### src/rtl/ifq_pkg.sv
// Shared types and sizing helpers for the instruction fetch queue.
package ifq_pkg;

  localparam int IFQ_XLEN = 32;

  typedef struct packed {
    logic [IFQ_XLEN-1:0] pc;
    logic [IFQ_XLEN-1:0] inst;
    logic                filled;
    logic                misalign;
  } ifq_entry_t;

  function automatic int ifq_ptr_w(input int depth);
    return (depth > 1) ? $clog2(depth) : 1;
  endfunction

endpackage

### src/rtl/instr_fetch_queue_if.sv
// Handshake bundle between the fetch queue, instruction memory and the decode stage.
interface instr_fetch_queue_if #(
  parameter int XLEN = ifq_pkg::IFQ_XLEN
);
  logic            io_imem_req_valid;
  logic            io_imem_req_ready;
  logic [XLEN-1:0] io_imem_req_addr;
  logic            io_imem_resp_valid;
  logic [XLEN-1:0] io_imem_resp_data;
  logic            io_dec_valid;
  logic            io_dec_ready;
  logic [XLEN-1:0] io_dec_pc;
  logic [XLEN-1:0] io_dec_inst;
  logic            io_dec_misalign;

  modport master (
    output io_imem_req_valid, io_imem_req_addr,
    input  io_imem_req_ready, io_imem_resp_valid, io_imem_resp_data,
    output io_dec_valid, io_dec_pc, io_dec_inst, io_dec_misalign,
    input  io_dec_ready
  );

  modport slave (
    input  io_imem_req_valid, io_imem_req_addr,
    output io_imem_req_ready, io_imem_resp_valid, io_imem_resp_data,
    input  io_dec_valid, io_dec_pc, io_dec_inst, io_dec_misalign,
    output io_dec_ready
  );
endinterface

### src/rtl/ifq_ring.sv
// DEPTH-entry ring of {pc, inst, filled, misalign} with head (pop), tail (alloc) and fill pointers.
// The fill target is the oldest allocated entry still waiting for its instruction word.
module ifq_ring
  import ifq_pkg::*;
#(
  parameter  int DEPTH = 4,
  localparam int PW    = ifq_ptr_w(DEPTH),
  localparam int CW    = $clog2(DEPTH) + 1
) (
  input  logic                clock,
  input  logic                reset,
  input  logic                clear,
  input  logic                alloc_en,
  input  logic [IFQ_XLEN-1:0] alloc_pc,
  input  logic                alloc_misalign,
  input  logic                fill_en,
  input  logic [IFQ_XLEN-1:0] fill_inst,
  input  logic                pop_en,
  output ifq_entry_t          head_entry,
  output logic [CW-1:0]       cnt,
  output logic [CW-1:0]       outstanding,
  output logic                has_unfilled
);

  ifq_entry_t    entries_q [DEPTH];
  ifq_entry_t    entries_d [DEPTH];
  logic [PW-1:0] head_q, head_d, tail_q, tail_d, fill_q, fill_d;
  logic [PW-1:0] fill_ptr, idx, off;
  logic [CW-1:0] cnt_q, cnt_d;

  // Scan forward from fill_q so pre-filled (misaligned) entries are skipped.
  always_comb begin
    fill_ptr     = tail_q;
    has_unfilled = 1'b0;
    outstanding  = '0;
    idx          = '0;
    off          = '0;
    for (int i = 0; i < DEPTH; i++) begin
      idx = fill_q + PW'(i);
      off = idx - head_q;
      if (!has_unfilled && ({1'b0, off} < cnt_q) && !entries_q[idx].filled) begin
        fill_ptr     = idx;
        has_unfilled = 1'b1;
      end
      idx = PW'(i);
      off = idx - head_q;
      if (({1'b0, off} < cnt_q) && !entries_q[idx].filled) begin
        outstanding = outstanding + CW'(1);
      end
    end
  end

  always_comb begin
    entries_d = entries_q;
    head_d    = head_q;
    tail_d    = tail_q;
    fill_d    = fill_ptr;
    cnt_d     = cnt_q;
    if (clear) begin
      for (int i = 0; i < DEPTH; i++) begin
        entries_d[PW'(i)].filled = 1'b0;
      end
      head_d = '0;
      tail_d = '0;
      fill_d = '0;
      cnt_d  = '0;
    end else begin
      if (fill_en) begin
        entries_d[fill_ptr].inst   = fill_inst;
        entries_d[fill_ptr].filled = 1'b1;
        fill_d                     = fill_ptr + 1'b1;
      end
      if (pop_en) begin
        entries_d[head_q].filled = 1'b0;
        head_d                   = head_q + 1'b1;
      end
      if (alloc_en) begin
        entries_d[tail_q] = '{pc: alloc_pc, inst: '0, filled: alloc_misalign, misalign: alloc_misalign};
        tail_d            = tail_q + 1'b1;
      end
      cnt_d = cnt_q + CW'(alloc_en) - CW'(pop_en);
    end
  end

  always_ff @(posedge clock) begin
    if (reset) begin
      entries_q <= '{default: '0};
      head_q    <= '0;
      tail_q    <= '0;
      fill_q    <= '0;
      cnt_q     <= '0;
    end else begin
      entries_q <= entries_d;
      head_q    <= head_d;
      tail_q    <= tail_d;
      fill_q    <= fill_d;
      cnt_q     <= cnt_d;
    end
  end

  assign head_entry = entries_q[head_q];
  assign cnt        = cnt_q;

endmodule

### src/rtl/instr_fetch_queue.sv
// Instruction fetch queue: requests io_pc from imem in order and buffers {pc, inst} for decode.
// Optional feature macro IFQ_MISALIGN_CHECK_EN: misaligned PCs become pre-filled entries with no imem request.
module instr_fetch_queue
  import ifq_pkg::*;
#(
  parameter int XLEN  = IFQ_XLEN,
  parameter int DEPTH = 4
) (
  input  logic            clock,
  input  logic            reset,
  input  logic [XLEN-1:0] io_pc,
  input  logic            io_flush,
  output logic            io_stall_en,
  instr_fetch_queue_if.master bus
);

  localparam int CW = $clog2(DEPTH) + 1;

  logic [CW-1:0] cnt, outstanding, drop_cnt_q, drop_cnt_d;
  logic          has_unfilled, space, pc_misaligned, req_fire, alloc_en, fill_en, pop_en;
  ifq_entry_t    head_entry;

  always_comb begin
    space = ~reset & ~io_flush & (cnt < CW'(DEPTH));
`ifdef IFQ_MISALIGN_CHECK_EN
    pc_misaligned = (io_pc[1:0] != 2'b00);
`else
    pc_misaligned = 1'b0;
`endif
    bus.io_imem_req_valid = space & ~pc_misaligned;
    bus.io_imem_req_addr  = io_pc;
    req_fire              = bus.io_imem_req_valid & bus.io_imem_req_ready;
    alloc_en              = req_fire | (space & pc_misaligned);
    // Released on a flush so the redirect target is taken immediately.
    io_stall_en           = reset | ~(alloc_en | io_flush);
    fill_en               = bus.io_imem_resp_valid & (drop_cnt_q == '0) & ~io_flush & ~reset & has_unfilled;
    bus.io_dec_valid      = head_entry.filled & ~io_flush & ~reset;
    pop_en                = bus.io_dec_valid & bus.io_dec_ready;
    bus.io_dec_pc         = head_entry.pc;
    bus.io_dec_inst       = head_entry.inst;
    bus.io_dec_misalign   = head_entry.misalign;
  end

  // Stale responses still owed by imem after a flush; they return before any new ones.
  always_comb begin
    drop_cnt_d = drop_cnt_q;
    if (io_flush) begin
      drop_cnt_d = drop_cnt_q + outstanding - CW'(bus.io_imem_resp_valid);
    end else if (bus.io_imem_resp_valid && (drop_cnt_q != '0)) begin
      drop_cnt_d = drop_cnt_q - CW'(1);
    end
  end

  always_ff @(posedge clock) begin
    if (reset) begin
      drop_cnt_q <= '0;
    end else begin
      drop_cnt_q <= drop_cnt_d;
    end
  end

  ifq_ring #(.DEPTH(DEPTH)) u_ring (
    .clock          (clock),
    .reset          (reset),
    .clear          (io_flush),
    .alloc_en       (alloc_en),
    .alloc_pc       (io_pc),
    .alloc_misalign (pc_misaligned),
    .fill_en        (fill_en),
    .fill_inst      (bus.io_imem_resp_data),
    .pop_en         (pop_en),
    .head_entry     (head_entry),
    .cnt            (cnt),
    .outstanding    (outstanding),
    .has_unfilled   (has_unfilled)
  );

  resp_has_target: assert property (@(posedge clock) disable iff (reset)
    (bus.io_imem_resp_valid && (drop_cnt_q == '0)) |-> has_unfilled);

  drop_cnt_bounded: assert property (@(posedge clock) disable iff (reset)
    drop_cnt_q <= CW'(DEPTH));

endmodule

### src/flat_wrapper.sv
// flat-port wrapper written by rule: the top's interface ports become plain ports
module instr_fetch_queue_flat import ifq_pkg::*;
#(
  parameter int XLEN  = IFQ_XLEN,
  parameter int DEPTH = 4
)
  (clock, reset, io_pc, io_flush, io_stall_en, bus_io_imem_req_valid, bus_io_imem_req_addr, bus_io_imem_req_ready, bus_io_imem_resp_valid, bus_io_imem_resp_data, bus_io_dec_valid, bus_io_dec_pc, bus_io_dec_inst, bus_io_dec_misalign, bus_io_dec_ready);
  instr_fetch_queue_if #(.XLEN(XLEN)) bus_i ();
  input  logic clock;
  input  logic reset;
  input  logic [XLEN-1:0] io_pc;
  input  logic io_flush;
  output logic io_stall_en;
  output wire logic [$bits(bus_i.io_imem_req_valid)-1:0] bus_io_imem_req_valid;
  output wire logic [$bits(bus_i.io_imem_req_addr)-1:0] bus_io_imem_req_addr;
  input wire logic [$bits(bus_i.io_imem_req_ready)-1:0] bus_io_imem_req_ready;
  input wire logic [$bits(bus_i.io_imem_resp_valid)-1:0] bus_io_imem_resp_valid;
  input wire logic [$bits(bus_i.io_imem_resp_data)-1:0] bus_io_imem_resp_data;
  output wire logic [$bits(bus_i.io_dec_valid)-1:0] bus_io_dec_valid;
  output wire logic [$bits(bus_i.io_dec_pc)-1:0] bus_io_dec_pc;
  output wire logic [$bits(bus_i.io_dec_inst)-1:0] bus_io_dec_inst;
  output wire logic [$bits(bus_i.io_dec_misalign)-1:0] bus_io_dec_misalign;
  input wire logic [$bits(bus_i.io_dec_ready)-1:0] bus_io_dec_ready;
  assign bus_io_imem_req_valid = bus_i.io_imem_req_valid;
  assign bus_io_imem_req_addr = bus_i.io_imem_req_addr;
  assign bus_i.io_imem_req_ready = bus_io_imem_req_ready;
  assign bus_i.io_imem_resp_valid = bus_io_imem_resp_valid;
  assign bus_i.io_imem_resp_data = bus_io_imem_resp_data;
  assign bus_io_dec_valid = bus_i.io_dec_valid;
  assign bus_io_dec_pc = bus_i.io_dec_pc;
  assign bus_io_dec_inst = bus_i.io_dec_inst;
  assign bus_io_dec_misalign = bus_i.io_dec_misalign;
  assign bus_i.io_dec_ready = bus_io_dec_ready;
  instr_fetch_queue #(.XLEN(XLEN), .DEPTH(DEPTH)) u_core (.clock(clock), .reset(reset), .io_pc(io_pc), .io_flush(io_flush), .io_stall_en(io_stall_en), .bus(bus_i));
endmodule
### config.mk
export PLATFORM = sky130hd
export DESIGN_NAME = instr_fetch_queue_flat
export DESIGN_NICKNAME = d
export VERILOG_FILES = /design/src/rtl/ifq_pkg.sv /design/src/rtl/instr_fetch_queue_if.sv /design/src/rtl/ifq_ring.sv /design/src/rtl/instr_fetch_queue.sv /design/src/flat_wrapper.sv
export SDC_FILE = /design/constraint.sdc
export NUM_CORES = 1
export LEC_CHECK = 0
export CAP_MARGIN = 30
export CORE_MARGIN = 2
export CORE_UTILIZATION = 40
export CTS_BUF_LIST = sky130_fd_sc_hd__clkbuf_16
export DETAILED_ROUTE_END_ITERATION = 10
export MAX_ROUTING_LAYER = met4
export PLACE_DENSITY = 0.66
export SETUP_SLACK_MARGIN = 0.15
export SLEW_MARGIN = 20
export SYNTH_ARGS = -nofsm -noshare
export SYNTH_HDL_FRONTEND = slang
export SYNTH_SLANG_ARGS = --single-unit
### constraint.sdc
create_clock -name clock -period 11.5 [get_ports clock]
set_input_delay 2.3 -clock clock [delete_from_list [all_inputs] [get_ports clock]]
set_output_delay 2.3 -clock clock [all_outputs]
set_load 0.01 [all_outputs]
-- Word level (Yosys, flattened, before mapping)
Index checks and enable logic that the tools add are counted.
- word-level logic and storage cells: 161
- bits in registers: 276
- output and inout port bits: 100
- mux-type cells: 47
- $add $sub $neg: 22
- $lt $le $gt $ge: 19
- reductions and logical operators: 30
- bitwise gates (word level): 22
- operator list (cell ; count):
    2-to-1 mux 264 bit ; 5
    bitwise mux 264 bit ; 4
    binary-select mux 66 bit (select 2 bit) ; 5
    demux 66 bit (select 2 bit) ; 4
    2-to-1 mux 66 bit ; 3
    2-to-1 mux 34 bit ; 1
    2-to-1 mux 2 bit ; 15
    < comparator 2 x 3 -> 1 bit ; 8
    >= comparator 3 bit (second input constant) ; 7
    inverter 2 -> 3 bit ; 7
    logical AND 1 bit ; 15
    2-to-1 mux 3 bit ; 5
    logical NOT 1 bit ; 11
    bitwise AND 1 bit ; 10
    adder 3 x 1 -> 3 bit (second input constant) ; 3
    < comparator 3 x 1 -> 1 bit (second input constant) ; 3
    adder 2 x 1 -> 2 bit (second input constant) ; 4
    subtractor 2 bit ; 4
    subtractor 3 x 1 -> 3 bit ; 2
    2-to-1 mux 1 bit ; 5
    adder 2 bit (second input constant) ; 2
    subtractor 1 x 2 -> 2 bit (first input constant) ; 2
    subtractor 2 bit (first input constant) ; 2
    adder 3 x 1 -> 3 bit ; 1
    9 further kinds ; 12

-- Longest topological paths before layout
Gate-level depths: netlist of the first run.
- word-level depth: 33
- depth in mapped cells: 22

-- Cells and area by module
A second synthesis of the first run with hierarchy kept.
- cells, all modules: 1469
- area, all modules: 12599.6 sq um
- modules (own cells, without submodules) (module ; area an instance (sq um) ; times used ; cells each):
    ifq_ring ; 11987.7 ; 1 ; 1394
    instr_fetch_queue ; 611.8 ; 1 ; 75

-- Least setup slack after synthesis of the first run
OpenSTA, ideal clock, no wires.
- path type: input to output
- from: input io_flush
- to: output io_stall_en
- stages: 5
- data arrival time: 3398 ps
- setup slack: 5802 ps
- cells stage by stage: clkbuf_1 nor2_1 and3_1 clkbuf_1 o21bai_1
- longest elaborated chain between the ends: 7
- RTL lines (item ; line ; source):
    start: declaration ; flat_wrapper.sv:12 ; input logic io_flush;
    inverter 1 bit ; instr_fetch_queue.sv:24 ; space = ~reset & ~io_flush & (cnt < CW'(DEPTH));
    bitwise AND 1 bit (2 in a row) ; instr_fetch_queue.sv:24 ;
    bitwise AND 1 bit ; instr_fetch_queue.sv:32 ; req_fire = bus.io_imem_req_valid & bus.io_imem_req_ready;
    OR 1 bit * ; instr_fetch_queue.sv:35 ; io_stall_en = reset | ~(alloc_en | io_flush);
    inverter 1 bit * ; instr_fetch_queue.sv:35 ;
    OR 1 bit * ; instr_fetch_queue.sv:35 ;
    end: declaration ; flat_wrapper.sv:13 ; output logic io_stall_en;
Every way passes the cells marked *; elsewhere a longest branch is shown, timed or not.

-- Final worst setup path of the first run
Same ends and word-level chain as after synthesis.

==> reports/metrics.yaml, run 1 <==
status: "finished clean"
area.growth.synth_to_final_pct: 20.8
grt_overflow_total: 0
rrSetupSlack_ps: 6200
setup.worst_path.start_class: "primary input"
worstReg2RegEnd: "u_core.drop_cnt_q[2]"
hp-class: "reg -> reg"
cts.reportedPaths.clkPinSlew_ps: 50
async_flop_share_pct: 0
place_congestion: 0.867
hpwlAfterDp_mm: 21.0
crit_type: "in -> out"
grt_pass1_wl_mm: 59.3
cts.sinks: 272
drt_iter0_drc: 889
cts_setup_buffers: 0
clockRootBuffer: "clkbuf_16"
drc: 0
gr-usage-met2_pct: 37.7
grt_busiest_layer: "met2"
routed_via_density: 5.64
grt_max_degree: 89
p_leak_nw: 5.32
tns_ps: 0
peakVddDrop_uv: 116
cts_buffers: 30
worst-path-max-fanout: 12
track_usage_pct: 22.5
slew_headroom_pct: 38.5
io_buffers: 168
skew_ps: 17.5
layout_min_cycle_time_ps: 6750
ant_nets: 0
synth_area_sq_um: 13000
dp.cells: 1882
drive_gt1_share_pct: 10.9
clk_latency_ps: 560
cts_tree: "yes"
n_antenna_cell: 0
die_h_um: 184
wl_per_cell_um: 19.2
grt.met1_usage_pct: 28.0
die_area_sq_um: 34000
wl_mm: 37.3
timing.final.ws_setup_ps: 4750
cts_hold_repair.buffers: 0
floorplan.initialDensity_pct: 40.4
post_cts_resized: 0
core_sq_um: 32300
syn-num-nets: 1516
met3_usage_pct: 4.21
nets: 1576
pin_count: 170
worstPathRequired_ps: 9200
ys.flop_type: "dfxtp_1"
crit_path_end: "io_stall_en"
dpl_worst_slack_ps: 4730
setup_viol: 0
antenna_found_initial: 0
reg2reg_depth: 18
tightest_slew_ps: 923
startpoint: "io_flush"
fmax_mhz: 148
synth_cells: 1416
firstDrtPassIters: 5
yosys_warnings: 0
synth-seq-cells: 272
worst_hold_slack_ps: 452
die_w_um: 184
power_mw: 2.21
num_rows: 66
r2r_start: "u_core.u_ring.head_q[0]"
post-route-period-util_pct: 58.7
crit_arrival_ps: 4450
yosysSeqAreaShare_pct: 41.8
ctsHtreeMaxLevel: 1
final-hold-violation-count: 0
num_vias: 10900
rsz0062_at_grt: "false"
end_kind: "primary output"
final_max_slew_viol_count: 0
min_from: "u_core.u_ring.entries_q[61]"
syn_avg_cell_area_sq_um: 9.20
powerDensity_nw_per_um2: 140
synth_cell_types: 61
grt_pass1_vias: 10900
cap_violations: 0
instances_no_fill: 1942
cts_buffer_depth: 3
synth_edf_count: 0
[critical path, stage by stage]
cell and delay [ps]:
clkdlybuf4s50_1 530, nor2_1 510, and3_1 520, o21bai_1 100, clkdlybuf4s50_1 480
[synthesized netlist by cell type, types with 28 or more instances]
| cell | instances | area share, % |
|---|---|---|
| mux2i_1 | 33 | 2.5 |
| a21oi_1 | 138 | 5.3 |
| nand2_1 | 373 | 11 |
| clkbuf_1 | 99 | 2.9 |
| o311ai_0 | 32 | 2.2 |
| dfxtp_1 | 272 | 42 |
| o31ai_1 | 33 | 1.9 |
| ha_1 | 28 | 2.7 |
| nand4_1 | 65 | 3.1 |
| mux4_2 | 67 | 12 |
| a22o_1 | 32 | 2.2 |
| a21boi_1 | 29 | 1.7 |
| buf_4 | 38 | 2.2 |
[cells in the final DEF (no fill, tap or decap), drive strengths merged, types with 4 or more instances in the layout]
cell type	netlist	routed
clkbuf	99	30
dfxtp	272	272
buf	63	23
and2	6	6
a21oi	139	139
a211oi	5	5
o21ai	6	6
o311ai	32	32
a31oi	6	6
mux2i	35	35
and3	4	4
nor2	27	27
a2111oi	5	5
nand2	374	374
clkinv	0	15
ha	28	28
clkdlybuf4s50	0	167
a21boi	33	33
inv	21	28
xnor2	16	16
o31ai	33	33
nand3	5	5
a22o	32	32
bufinv	0	4
nand4	65	65
mux4	67	67
nor2b	7	7
[worst min path at each step]
stage / endpoint / slack (ps) / cells after the start
CTS: u_core.u_ring.entries_q[61] / 450 / 2
floorplan: u_core.u_ring.entries_q[134] / 430 / 2
detailed placement: u_core.u_ring.entries_q[49] / 450 / 2
global placement: u_core.u_ring.entries_q[137] / 440 / 2
finish: u_core.u_ring.entries_q[61] / 450 / 2
global route: u_core.u_ring.entries_q[100] / 470 / 2
[kinds of logic (layout without fill, tap and decap cells)]
family          count (synthesis)  count (layout)  share of synthesized area, %
compound gates                310             310                          16.1
xor+xnor                       18              18                          1.21
fa+ha+maj                      30              30                          3.00
simple gates                  498             498                          16.4
buf+inv                       183             267                          6.90
flops                         272             272                          41.8
mux                           104             104                          14.5
other cells                     1               1                        0.0288
[area by class of cell]
class	count	area (sq um)
clock buffer	30	751
clock inverter	26	231
fill	2970	16500
inverter	21	78.8
multi-input combinational	961	6760
sequential	272	5450
tap	442	553
timing repair buffer	190	1920
[per-layer routing]
metal	vias to the layer above	routed length, um
li1	5147	-
met1	5366	16300
met2	386	17700
met3	49	2490
met4	0	752
met5	-	0
[where the power goes]
part           internal, mW  switching [mW]  total, mW
Sequential            0.951         0.00797      0.959
Combinational        0.0998           0.190      0.290
Clock                 0.563           0.396      0.959
Total                  1.61           0.594       2.21
[state kept, by name (all words and copies together), names as in the netlist]
signal and flops:
u_core.drop_cnt_q 3, u_core.u_ring.cnt 3, u_core.u_ring.entries_q 260, u_core.u_ring.fill_q 2
u_core.u_ring.head_q 2, u_core.u_ring.tail_q 2
[stage by stage]
stage          area (sq um)  utilization (%)
4_1_cts               15600             48.5
3_3_place_gp          14700             45.4
2_1_floorplan         13000                -
3_5_place_dp          14700             45.4
6_report              15700             48.8
5_1_grt               15700             48.8
(Power assumes the default switching activity.)
==> run 2: changes to the inputs <==
Clock period 11.5 ns to 6.3 ns, I/O delays scaled along.
==> run 2 against run 1 <==
  * Register-to-register slack worse by 4600 ps
  * Core utilization is 0.48 points lower
  * Sequential power increased by 82%
  * Via count grew 0.61%
  * Sequential share of layout area is 0.35 points higher
  * Critical path type is now reg -> reg
  * Non-clock buffer count grew 1
  * Critical path depth increased by 8
  * Largest power group unchanged
==> reports/metrics.yaml, run 2 (same netlist as run 1, synthesis figures left out) <==
io_buffers: 168  # unchanged
largest_register_ffs: 260  # unchanged
ctsHtreeMaxLevel: 1  # unchanged
netSwitchingPower_mw: 1.06  # was 0.594 mW
place_congestion: 0.918  # was 0.867
peakVddDrop_uv: 223  # was 116 uV
grt_pass1_vias: 10900  # about the same
final_max_slew_viol_count: 0  # unchanged
drc: 0  # unchanged
core_sq_um: 32300  # unchanged
swShare_pct: 27.6  # was 26.9%
drive_gt1_share_pct: 10.5  # was 10.9%
worst-path-max-fanout: 34  # was 12
cts.reportedPaths.clkPinSlew_ps: 60  # was 50 ps
critPathMaxStageDelay_ps: 780  # was 530 ps
routed_via_density: 5.67  # was 5.64
cts_buffer_depth: 3  # unchanged
end_kind: "flip-flop"  # was primary output
worstReg2RegEnd: "u_core.u_ring.entries_q[137]"  # was u_core.drop_cnt_q[2]
slew_headroom_pct: 37.9  # was 38.5%
grt_overflow_total: 0  # unchanged
die_area_sq_um: 34000  # unchanged
die_h_um: 184  # unchanged
clockPowerShare_pct: 41.3  # was 43.4%
status: "finished clean"  # unchanged
final-hold-violation-count: 0  # unchanged
firstDrtPassIters: 5  # unchanged
cts_setup_buffers: 0  # unchanged
cts_tree: "yes"  # unchanged
cts_hold_repair.buffers: 0  # unchanged
grt_max_degree: 63  # was 89
reg2reg_depth: 13  # was 18
startpoint: "u_core.u_ring.fill_q[0]"  # was io_flush
grt_pass1_wl_mm: 58.7  # was 59.3 mm
rrSetupSlack_ps: 1570  # was 6200 ps
skew_ps: 15.4  # was 17.5 ps
stdcell_area_sq_um: 15600  # was 15700 sq um
crit_path_end: "u_core.u_ring.entries_q[137]"  # was io_stall_en
r2r_start: "u_core.u_ring.fill_q[0]"  # was u_core.u_ring.head_q[0]
cts_buffers: 30  # unchanged
cts.sinks: 272  # unchanged
final_cell_mix: "nand2_1, dfxtp_1, clkdlybuf4s50_1"  # unchanged
intPower_mw: 2.79  # was 1.61 mW
pin_count: 170  # unchanged
tns_ps: 0  # unchanged
wl_mm: 37.1  # was 37.3 mm
hp-class: "reg -> reg"  # unchanged
worstPathRequired_ps: 6770  # was 9200 ps
wl_per_cell_um: 19.1  # was 19.2 um
setup_viol: 0  # unchanged
cpMaxStageDelayCell: "dfxtp_1"  # was clkdlybuf4s50_1
nets: 1577  # was 1576
top_register: "u_core.u_ring.entries_q"  # unchanged
cap_violations: 0  # unchanged
area.growth.synth_to_final_pct: 19.6  # was 20.8%
floorplan.initialDensity_pct: 40.4  # unchanged
clockRootBuffer: "clkbuf_16"  # unchanged
ant_nets: 0  # unchanged
timing.final.ws_setup_ps: 1570  # was 4750 ps
path_cells: "ha_1 -> xnor2_1 -> xnor2_1 -> inv_1 -> ha_1 -> nor2b_1 -> a21oi_2 -> a221oi_1 -> o21ai_0 -> nand2_2 -> nor3_4 -> buf_4 -> mux2i_1"  # was clkdlybuf4s50_1 -> nor2_1 -> and3_1 -> o21bai_1 -> clkdlybuf4s50_1
p_comb_share_pct: 13.2  # was 13.1%
power.share.sequential_pct: 45.5  # was 43.4%
crit_arrival_ps: 5200  # was 4450 ps
num_rows: 66  # unchanged
rsz0062_at_grt: "false"  # unchanged
crit_type: "reg -> reg"  # was in -> out
post-route-period-util_pct: 75.1
n_antenna_cell: 0  # unchanged
clk_latency_ps: 560  # about the same
post_cts_resized: 0  # unchanged
antenna_found_initial: 0  # unchanged
layout_min_cycle_time_ps: 4730
dpl_worst_slack_ps: 1650  # was 4730 ps
hpwlAfterDp_mm: 21.5  # was 21.0 mm
p_leak_nw: 5.25  # was 5.32 nW
tightest_slew_ps: 928  # was 923 ps
powerDensity_nw_per_um2: 247  # was 140 nW/um^2
num_vias: 11000  # was 10900
die_w_um: 184  # unchanged
drt_iter0_drc: 829  # was 889
fmax_mhz: 211
track_usage_pct: 22.1  # was 22.5%
setup.worst_path.start_class: "flip-flop"  # was primary input
final_common_cell: "nand2_1"  # unchanged
dpl-instance-area_sq_um: 14700  # about the same
[run 2: final cells by class]
type	count	area, sq um
clock buffer	31	776
clock inverter	24	105
fill	2974	16700
inverter	21	78.8
multi-input combinational	961	6750
sequential	272	5450
tap	442	553
timing repair buffer	191	1870
[run 2: worst max-delay path: cells and delay by family, from the launching register on]
kind / cells / cell delay (ps)
multiplexers: 1 / 270
adder cells (fa/ha/maj): 2 / 550
buffers and inverters: 2 / 650
XOR/XNOR: 2 / 300
flip-flops: 1 / 780
AND/OR/NAND/NOR: 3 / 1110
AO/OA/AOI/OAI: 3 / 930
[run 2: stage by stage]
| step | cells | power (mW) | util (%) | hold WS (ps) |
|---|---|---|---|---|
| 4_1_cts | 1942 | 3.88 | 48.3 | 453 |
| 6_report | 1942 | 3.85 | 48.3 | 451 |
| 3_5_place_dp | 1887 | 2.29 | 45.6 | 445 |
| 3_3_place_gp | 1886 | 2.28 | 45.5 | 439 |
| 2_1_floorplan | 1416 | 2.11 | - | 432 |
| 5_1_grt | 1942 | 4.00 | 48.3 | 470 |
[run 2: metal layers]
metal	track usage, %	vias up	part of all wire, %
met4	6.46	0	2.3
met2	36.3	439	47
li1	-	5134	-
met5	-	-	0
met3	3.69	72	7.5
met1	28.1	5370	43
[run 2: power groups by stage]
| stage | Sequential [mW] | Combinational, mW | Clock, mW |
|---|---|---|---|
| 2_1_floorplan | 1.78 | 0.326 | 0 |
| 3_3_place_gp | 1.79 | 0.497 | 0 |
| 3_5_place_dp | 1.79 | 0.505 | 0 |
| 4_1_cts | 1.75 | 0.506 | 1.63 |
| 5_1_grt | 1.75 | 0.547 | 1.70 |
| 6_report | 1.75 | 0.509 | 1.59 |
[run 2: worst min-delay path by stage]
| stage | from | to | slack, ps | cells after the start |
|---|---|---|---|---|
| 2_1_floorplan | u_core.u_ring.entries_q[134] | u_core.u_ring.entries_q[134] | 430 | 2 |
| 3_3_place_gp | u_core.u_ring.entries_q[126] | u_core.u_ring.entries_q[126] | 440 | 2 |
| 3_5_place_dp | u_core.u_ring.entries_q[192] | u_core.u_ring.entries_q[192] | 440 | 2 |
| 4_1_cts | u_core.u_ring.entries_q[43] | u_core.u_ring.entries_q[43] | 450 | 2 |
| 5_1_grt | u_core.u_ring.entries_q[43] | u_core.u_ring.entries_q[43] | 470 | 2 |
| 6_report | u_core.u_ring.entries_q[101] | u_core.u_ring.entries_q[101] | 450 | 2 |
==> run 3: changes to the inputs <==
Settings changed: PLACE_DENSITY 0.66 to 0.68.
Clock period 6.3 ns to 4.2 ns, I/O delays scaled along.
==> run 3 against run 2 <==
  * Flip-flop and latch count is the same
  * Count of clock-buffer cells in the layout rose by 1
  * Non-clock buffer count increased by 23
  * Combinational power is 52% higher
  * Total power increased by 51%
  * Setup slack worse by 1200 ps
  * Register-to-register slack lost 1200 ps
  * Sequential power up 50%
  * Final area increased by 1.3%
  * Hold slack better by 0.63 ps
  * Sequential share of layout area fell by 0.44 points
  * Clock skew decreased by 2.5 ps
  * Highest routed layer unchanged
==> reports/metrics.yaml, run 3 (same netlist as run 1, synthesis figures left out) <==
drt_iter0_drc: 982  # was 829
holdPathStages: 2  # unchanged
p_leak_nw: 5.38  # was 5.25 nW
ant_nets: 0  # unchanged
setup_viol: 0  # unchanged
grt_overflow_total: 0  # unchanged
nets: 1600  # was 1577
final_max_slew_viol_count: 0  # unchanged
power.share.sequential_pct: 45.2  # was 45.5%
fillers: 2960  # was 2974
wl_per_cell_um: 18.5  # was 19.1 um
clockRootBuffer: "clkbuf_16"  # unchanged
num_vias: 11000  # about the same
largest_register_ffs: 260  # unchanged
hpwlAfterDp_mm: 21.8  # was 21.5 mm
routed_via_density: 5.61  # was 5.67
p_comb_share_pct: 13.3  # was 13.2%
status: "finished clean"  # unchanged
place_congestion: 0.881  # was 0.918
end_kind: "flip-flop"  # unchanged
post-route-period-util_pct: 91.6  # was 75.1%
cts.sinks: 272  # unchanged
min_from: "u_core.u_ring.entries_q[178]"  # was u_core.u_ring.entries_q[101]
grt_pass1_vias: 11000  # was 10900
worst-path-max-fanout: 6  # was 34
ctsHtreeMaxLevel: 1  # unchanged
r2r_start: "u_core.u_ring.head_q[0]"  # was u_core.u_ring.fill_q[0]
reg2reg_depth: 17  # was 13
fmax_mhz: 260  # was 211 MHz
cts.reportedPaths.clkPinSlew_ps: 60  # about the same
worstPathRequired_ps: 4660  # was 6770 ps
swShare_pct: 27.0  # was 27.6%
powerDensity_nw_per_um2: 367  # was 247 nW/um^2
hp-class: "reg -> reg"  # unchanged
tightest_slew_ps: 956  # was 928 ps
tns_ps: 0  # unchanged
skew_ps: 12.9  # was 15.4 ps
firstDrtPassIters: 5  # unchanged
num_rows: 66  # unchanged
drc: 0  # unchanged
slew_headroom_pct: 36.3  # was 37.9%
clockPowerShare_pct: 41.4  # was 41.3%
core_sq_um: 32300  # unchanged
whs_endpoint: "u_core.u_ring.entries_q[178]"  # was u_core.u_ring.entries_q[101]
intPower_mw: 4.23  # was 2.79 mW
cap_violations: 0  # unchanged
worst_hold_slack_ps: 452  # was 451 ps
io_buffers: 168  # unchanged
cts_buffers: 30  # unchanged
setup.worst_path.start_class: "flip-flop"  # unchanged
die_area_sq_um: 34000  # unchanged
final_cell_mix: "nand2_1, dfxtp_1, clkdlybuf4s50_1"  # unchanged
rrSetupSlack_ps: 350  # was 1570 ps
antenna_found_initial: 0  # unchanged
n_antenna_cell: 0  # unchanged
multi_input_area_sq_um: 6750  # unchanged
die_w_um: 184  # unchanged
crit_type: "reg -> reg"  # unchanged
final_common_cell: "nand2_1"  # unchanged
dpl-instance-area_sq_um: 14800  # was 14700 sq um
final-hold-violation-count: 0  # unchanged
cts_tree: "yes"  # unchanged
pin_count: 170  # unchanged
worstReg2RegEnd: "u_core.drop_cnt_q[2]"  # was u_core.u_ring.entries_q[137]
layout_min_cycle_time_ps: 3850  # was 4730 ps
drive_gt1_share_pct: 12.2  # was 10.5%
grt_max_degree: 97  # was 63
rsz0062_at_grt: "true"  # was false
clk_latency_ps: 550  # was 560 ps
cts_buffer_depth: 3  # unchanged
area.growth.synth_to_final_pct: 21.2  # was 19.6%
peakVddDrop_uv: 315  # was 223 uV
seq_area_sq_um: 5450  # about the same
netSwitchingPower_mw: 1.56  # was 1.06 mW
grt_pass1_wl_mm: 58.0  # was 58.7 mm
die_h_um: 184  # unchanged
wl_mm: 36.3  # was 37.1 mm
stdcell_area_sq_um: 15800  # was 15600 sq um
crit_arrival_ps: 4310  # was 5200 ps
floorplan.initialDensity_pct: 40.4  # unchanged
track_usage_pct: 21.6  # was 22.1%
fin_util_pct: 48.9  # was 48.3%
top_register: "u_core.u_ring.entries_q"  # unchanged
-- run 3: cell count changes in the layout (fill, tap and decap cells not counted), moves of 2 or more --
cell / delta
o21ai_1: +2
buf_4: +21
clkinv_2: +2
nor2_2: +2
buf_12: +2
nor2_4: -2
o21ai_0: -2
inv_1: -3
-- run 3: worst max path at each step --
| stage | to | startpoint | cells after the start |
|---|---|---|---|
| finish | u_core.drop_cnt_q[2] | u_core.u_ring.head_q[0] | 17 |
| global route | u_core.drop_cnt_q[2] | u_core.u_ring.head_q[0] | 17 |
| floorplan | u_core.drop_cnt_q[2] | u_core.u_ring.head_q[0] | 18 |
| detailed placement | u_core.drop_cnt_q[2] | u_core.u_ring.head_q[1] | 18 |
| global placement | u_core.drop_cnt_q[2] | u_core.u_ring.head_q[1] | 18 |
| CTS | u_core.drop_cnt_q[2] | u_core.u_ring.head_q[1] | 18 |
-- run 3: power groups by stage --
| stage | registers (mW) | clock network [mW] | logic (mW) |
|---|---|---|---|
| global route | 2.62 | 2.57 | 0.833 |
| finish | 2.62 | 2.40 | 0.773 |
| floorplan | 2.67 | 0 | 0.490 |
| global placement | 2.68 | 0 | 0.760 |
| detailed placement | 2.68 | 0 | 0.764 |
| CTS | 2.62 | 2.46 | 0.767 |
-- run 3: layout make-up --
class	instances	share of cell area, %
Multi-Input combinational cell	961	42.8
Sequential cell	272	34.5
Timing Repair Buffer	214	13.0
Clock buffer	32	5.07
Tap cell	442	3.50
Clock inverter	22	0.602
Inverter	21	0.523
-- run 3: what timing repair did --
action	in CTS	in global routing
endpoints found under the hold margin	0	0
resized for setup	0	6
buffers inserted	0	6
hold buffers	0	0
endpoints found under the setup margin	0	130
-- run 3: through the flow --
step                cells  total power [mW]  setup slack, ps
floorplan            1416              3.16              153
global placement     1904              3.44              303
detailed placement   1904              3.44              218
CTS                  1958              5.84              193
global route         1964              6.03              102
finish               1964              5.80              353
-- run 3: layer usage --
metal / track usage [%] / part of all wire (%)
met1: 27.5 / 43
met2: 36.0 / 48
met3: 3.12 / 6.9
met4: 5.44 / 2.2
met5: - / 0
-- run 3: critical path, stage by stage (launching register included) --
cell	delay, ps
dfxtp_4	370
inv_1	60
ha_1	330
ha_1	310
a21oi_1	120
nor2_1	50
nor2_1	150
ha_1	290
xnor2_2	160
ha_1	280
mux2i_1	140
ha_1	270
fa_1	450
xor2_1	160
xnor2_1	160
xnor2_1	150
xnor2_1	80
a211oi_1	210
